==> config.mk <==
export PLATFORM = sky130hd
export DESIGN_NAME = matmul_stream_host
export DESIGN_NICKNAME = d
export VERILOG_FILES = /design/src/rtl/mm_host_pkg.sv /design/src/rtl/matmul_stream_host.sv
export SDC_FILE = /design/constraint.sdc
export NUM_CORES = 1
export LEC_CHECK = 0
export CAP_MARGIN = 20
export CORE_MARGIN = 5
export CORE_UTILIZATION = 50
export DETAILED_ROUTE_END_ITERATION = 8
export HOLD_SLACK_MARGIN = 0.05
export PLACE_DENSITY = 0.8
export SYNTH_ARGS = -nofsm -noshare
export SYNTH_HDL_FRONTEND = slang
export SYNTH_SLANG_ARGS = --single-unit
==> constraint.sdc <==
create_clock -name clk -period 7.4 [get_ports clk]
set_input_delay 1.48 -clock clk [delete_from_list [all_inputs] [get_ports clk]]
set_output_delay 1.48 -clock clk [all_outputs]
set_load 0.01 [all_outputs]
==> src/rtl/mm_host_pkg.sv <==
// ============================================================================
// Module  : mm_host_pkg
// Brief   : Shared constants and state encoding for the matmul stream host.
// Revision: 1.0 - initial release
// ============================================================================
`default_nettype none

package mm_host_pkg;

   localparam int MM_DW         = 8;
   localparam int MM_RW         = 16;
   localparam int MM_TIMEOUT    = 64;
   localparam int NUM_IN_BYTES  = 8;
   localparam int NUM_OUT_BYTES = 8;

   typedef logic [2:0] state_t;

   localparam logic [2:0] ST_IDLE    = 3'd0;
   localparam logic [2:0] ST_LOAD    = 3'd1;
   localparam logic [2:0] ST_RUN     = 3'd2;
   localparam logic [2:0] ST_RELEASE = 3'd3;
   localparam logic [2:0] ST_SEND    = 3'd4;

endpackage

`default_nettype wire

==> src/rtl/matmul_stream_host.sv <==
// ============================================================================
// Module  : matmul_stream_host
// Brief   : Byte-stream loader, start/done initiator and result serializer
//           for the 2x2 sequential matrix multiplier.
// Revision: 1.0 - initial release
// ============================================================================
`default_nettype none

module matmul_stream_host
   import mm_host_pkg::*;
#(
   parameter int DW      = MM_DW,
   parameter int RW      = MM_RW,
   parameter int TIMEOUT = MM_TIMEOUT
) (
   input  logic            clk,
   input  logic            rst,
   input  logic            s_valid,
   output logic            s_ready,
   input  logic [DW-1:0]   s_data,
   output logic            m_valid,
   input  logic            m_ready,
   output logic [DW-1:0]   m_data,
   output logic [4*DW-1:0] mm_a,
   output logic [4*DW-1:0] mm_b,
   output logic            mm_start,
   input  logic [4*RW-1:0] mm_c,
   input  logic            mm_done,
   output logic            busy,
   output logic            timeout_err
);

   localparam int CW = $clog2(TIMEOUT + 1);

   state_t            state;
   logic [2:0]        load_idx;
   logic [2:0]        send_idx;
   logic [CW-1:0]     cnt;
   logic [4*RW-1:0]   result;
   logic [RW-1:0]     res_word;
   logic [DW-1:0]     res_byte;

   assign s_ready = (state == ST_LOAD);
   assign m_valid = (state == ST_SEND);
   assign busy    = (state != ST_IDLE) && (state != ST_LOAD);

   always_comb begin
      res_word = result[RW-1:0];
      case (send_idx[2:1])
         2'd0:    res_word = result[0*RW +: RW];
         2'd1:    res_word = result[1*RW +: RW];
         2'd2:    res_word = result[2*RW +: RW];
         default: res_word = result[3*RW +: RW];
      endcase
      res_byte = send_idx[0] ? res_word[DW +: DW] : res_word[0 +: DW];
   end

   // Output bus is forced to zero outside SEND so idle traffic is clean
   assign m_data = m_valid ? res_byte : '0;

   always_ff @(posedge clk or posedge rst) begin
      if (rst) begin
         state       <= ST_IDLE;
         load_idx    <= '0;
         send_idx    <= '0;
         cnt         <= '0;
         result      <= '0;
         mm_a        <= '0;
         mm_b        <= '0;
         mm_start    <= 1'b0;
         timeout_err <= 1'b0;
      end else begin
         case (state)
            ST_IDLE: state <= ST_LOAD;

            ST_LOAD: begin
               if (s_valid) begin
                  if (load_idx == 3'd0)
                     timeout_err <= 1'b0;
                  if (!load_idx[2])
                     mm_a[int'(load_idx[1:0])*DW +: DW] <= s_data;
                  else
                     mm_b[int'(load_idx[1:0])*DW +: DW] <= s_data;
                  if (load_idx == 3'(NUM_IN_BYTES - 1)) begin
                     load_idx <= '0;
                     cnt      <= '0;
                     mm_start <= 1'b1;
                     state    <= ST_RUN;
                  end else begin
                     load_idx <= load_idx + 3'd1;
                  end
               end
            end

            ST_RUN: begin
               cnt <= cnt + 1'b1;
               if (mm_done) begin
                  result   <= mm_c;
                  mm_start <= 1'b0;
                  state    <= ST_RELEASE;
               end else if (cnt == CW'(TIMEOUT - 1)) begin
                  mm_start    <= 1'b0;
                  timeout_err <= 1'b1;
                  state       <= ST_RELEASE;
               end
            end

            ST_RELEASE: begin
               // Saturate so a slow done release never wraps the counter
               if (cnt != '1)
                  cnt <= cnt + 1'b1;
               if (!mm_done)
                  state <= timeout_err ? ST_LOAD : ST_SEND;
            end

            ST_SEND: begin
               if (m_ready) begin
                  if (send_idx == 3'(NUM_OUT_BYTES - 1)) begin
                     send_idx <= '0;
                     state    <= ST_LOAD;
                  end else begin
                     send_idx <= send_idx + 3'd1;
                  end
               end
            end

            default: state <= ST_IDLE;
         endcase
      end
   end

endmodule

`default_nettype wire

==> metrics.yaml <==
syn_avg_cell_area_sq_um: 11.2
clk_latency_ps: 420
cts.clk_slew.worst_paths_ps: 60
fp.dieW_microns: 125
muxShareOfSynthArea_pct: 15.6
fin_ws_ps: 2850
gr-total-overflow: 0
final_util_pct: 67.3
synth_cells: 590
synthFlopType: "dfrtp_1"
total_power_mw: 3.72
grt_pass1_vias: 5243
cts_max_path_buffers: 2
maxSlewViolCount: 0
dieArea_sq_um: 15600
worst_ir_drop_vdd_uv: 266
synth_xor_area_share_pct: 0
cts_setup_buffers: 0
core_area_sq_um: 13100
portBuffers: 153
drc: 0
ys_warn_count: 0
stdcell_count: 921
cts_sinks: 146
switching_share_pct: 33.8
placed_cells: 888
internal_power_mw: 2.47
wl_per_cell_microns: 18.8
clockPowerShare_pct: 24.2
fin_crit_sh_pct: 61.5
drive_above_1_share_pct: 14.1
power_frac_comb_pct: 37.0
place_area_sq_um: 8170
tightest_slew_ps: 1040
hold_viol_final: 0
crit_arrival_ps: 3070
post_cts_resized: 0
vias_per_cell: 5.49
holdWs_ps: 483
place_hpwl_mm: 12.2
power_leakage_nw: 3.73
synth_nets: 677
vias: 5057
firstDrtPassIters: 5
rsz0062_at_grt: "false"
hp-class: "flip-flop to flip-flop"
period_minus_slack_ps: 4550
initial_utilization_pct: 50.4
path_max_fanout: 28
pwr-share-seq_pct: 38.7
final_nets: 820
maxCapViolCount: 0
totalWireLength_mm: 17.3
fmax_mhz: 220
synth_seq_cells: 146
synth-edff-count: 0
place_ws_ps: 3400
critPathLaunchType: "flip-flop"
skew_ps: 7.23
synth_fa_ha_area_share_pct: 1.89
grt_pass1_wl_mm: 27.9
grtUsageTotal_pct: 22.3
antenna_found_initial: 1
crit_required_ps: 5920
synthArstFlopShare_pct: 100
cts_tree: "done"
diodes: 0
p_sw_mw: 1.26
drt_iter0_markers: 350
endpoint_kind: "output port"
grt_max_degree: 76
synthSimpleGateAreaFrac_pct: 11.7
finish.instance_area_sq_um: 8840
synth.top_cell.area_share_pct: 55.2
numCtsBuffers: 17
die_h_microns: 125
yosysSeqAreaShare_pct: 55.2
setup_viol: 0
fin_tns_setup_ps: 0
htree_levels: 4
status: "finished, final reports clean"
cts_root_buffer: "clkbuf_16"
synth_compound_area_share_pct: 11.8
crit_type: "flip-flop to output port"
slew_headroom_pct: 29.8
synth_top_area_cell: "dfrtp_1"
area_delta_synth_final_pct: 33.6
synth_area_sq_um: 6620
yosys-top-cells-area: "dfrtp_1, mux2_2, nand2_1"
synth_top_family_by_area: "multiplexers"
power.density_nw_per_um2: 421
ioPinCount: 154
synth_cell_types: 47
cts_hold_buf: 0
gp_congestion: 0.952
fp-row-count: 42
drtAntennaViolNets: 0
cells by family (layout without fill, tap and decap cells):
kind of cell / after synthesis / in the layout
buffers and inverters: 43 / 198
adder cells (fa/ha/maj): 10 / 10
AO/OA/AOI/OAI: 131 / 131
flip-flops: 146 / 146
AND/OR/NAND/NOR: 173 / 173
multiplexers: 87 / 87
area by class of cell:
type	count	area (sq um)
Clock inverter	12	181
Fill cell	980	4290
Inverter	11	46.3
Tap cell	176	220
Sequential cell	146	3650
Multi-Input combinational cell	401	2710
Timing Repair Buffer	156	1590
Clock buffer	19	443
final timing paths:
check | start | end | slack [ps] | cells past startpoint
max | send_idx[1] | m_data[6] | 2850 | 5
min | mm_a[3] | mm_a[3] | 480 | 2
max reg2reg | state[1] | result[36] | 4950 | 4
min reg2reg | mm_a[3] | mm_a[3] | 480 | 2
max in group asynchronous | rst | mm_a[12] | 4470 | 3
min in group asynchronous | rst | mm_b[11] | 1540 | 2
metal layers:
layer	share of wire (%)	global-route usage, %
met4	2.2	7.14
met2	48	36.1
met3	8.1	7.68
met5	0.063	0
met1	41	28.5
registers in the layout, indices dropped and copies added (netlist names):
register / cells
mm_a: 32
send_idx: 3
state: 3
result: 64
cnt: 7
mm_start: 1
mm_b: 32
timeout_err: 1
load_idx: 3
power by group through the flow:
stage	Clock, mW	Sequential, mW	Combinational (mW)
after floorplan	0	1.36	0.901
after global placement	0	1.45	1.29
after detailed placement	0	1.46	1.33
after CTS	0.916	1.46	1.35
after global routing	0.951	1.48	1.51
final	0.902	1.44	1.38
cells in the mapped netlist, types with 6 or more instances:
cell type and number:
dfrtp_1 146, nand2_1 116, o21ai_0 79, mux2_2 47, mux2_4 20, mux2i_1 18
clkbuf_1 14, nand3_1 13, inv_1 11, nor2_1 11, ha_1 10, buf_2 9
nor2b_1 9, a221oi_1 8, a22oi_1 8, o21a_1 8, a21oi_1 6, buf_8 6
nor3_1 6, o21ai_1 6
worst max-delay path, stage by stage (launching register included):
cell,delay (ps)
dfrtp_1,740
nor2_1,580
a22oi_1,160
o21a_1,230
a221oi_1,330
clkdlybuf4s50_1,610
layout by cell type (no fill, tap or decap), types with 2 or more instances in the layout:
cell / netlist / layout
clkbuf_16: 0 / 17
nor3_1: 6 / 6
clkinvlp_4: 0 / 4
dfrtp_1: 146 / 146
o21ai_1: 6 / 6
inv_6: 0 / 2
mux2_1: 2 / 2
mux2i_1: 18 / 18
nor2b_1: 9 / 9
a21o_1: 2 / 2
a221oi_1: 8 / 8
clkinv_4: 0 / 2
a31oi_1: 3 / 3
nand2_1: 116 / 116
mux2_4: 20 / 20
nand3_1: 13 / 13
o2bb2ai_1: 2 / 2
a21oi_1: 6 / 6
o21a_1: 8 / 8
nand3b_1: 2 / 2
nor2_1: 11 / 11
nand4_1: 2 / 2
o21ai_0: 79 / 79
ha_1: 10 / 10
a22oi_1: 8 / 8
clkdlybuf4s50_1: 0 / 153
mux2_2: 47 / 47
bufinv_16: 0 / 4
inv_1: 11 / 10
and2_1: 3 / 3
nand2b_1: 3 / 3
No activity file was read; power rests on OpenSTA's default activity.
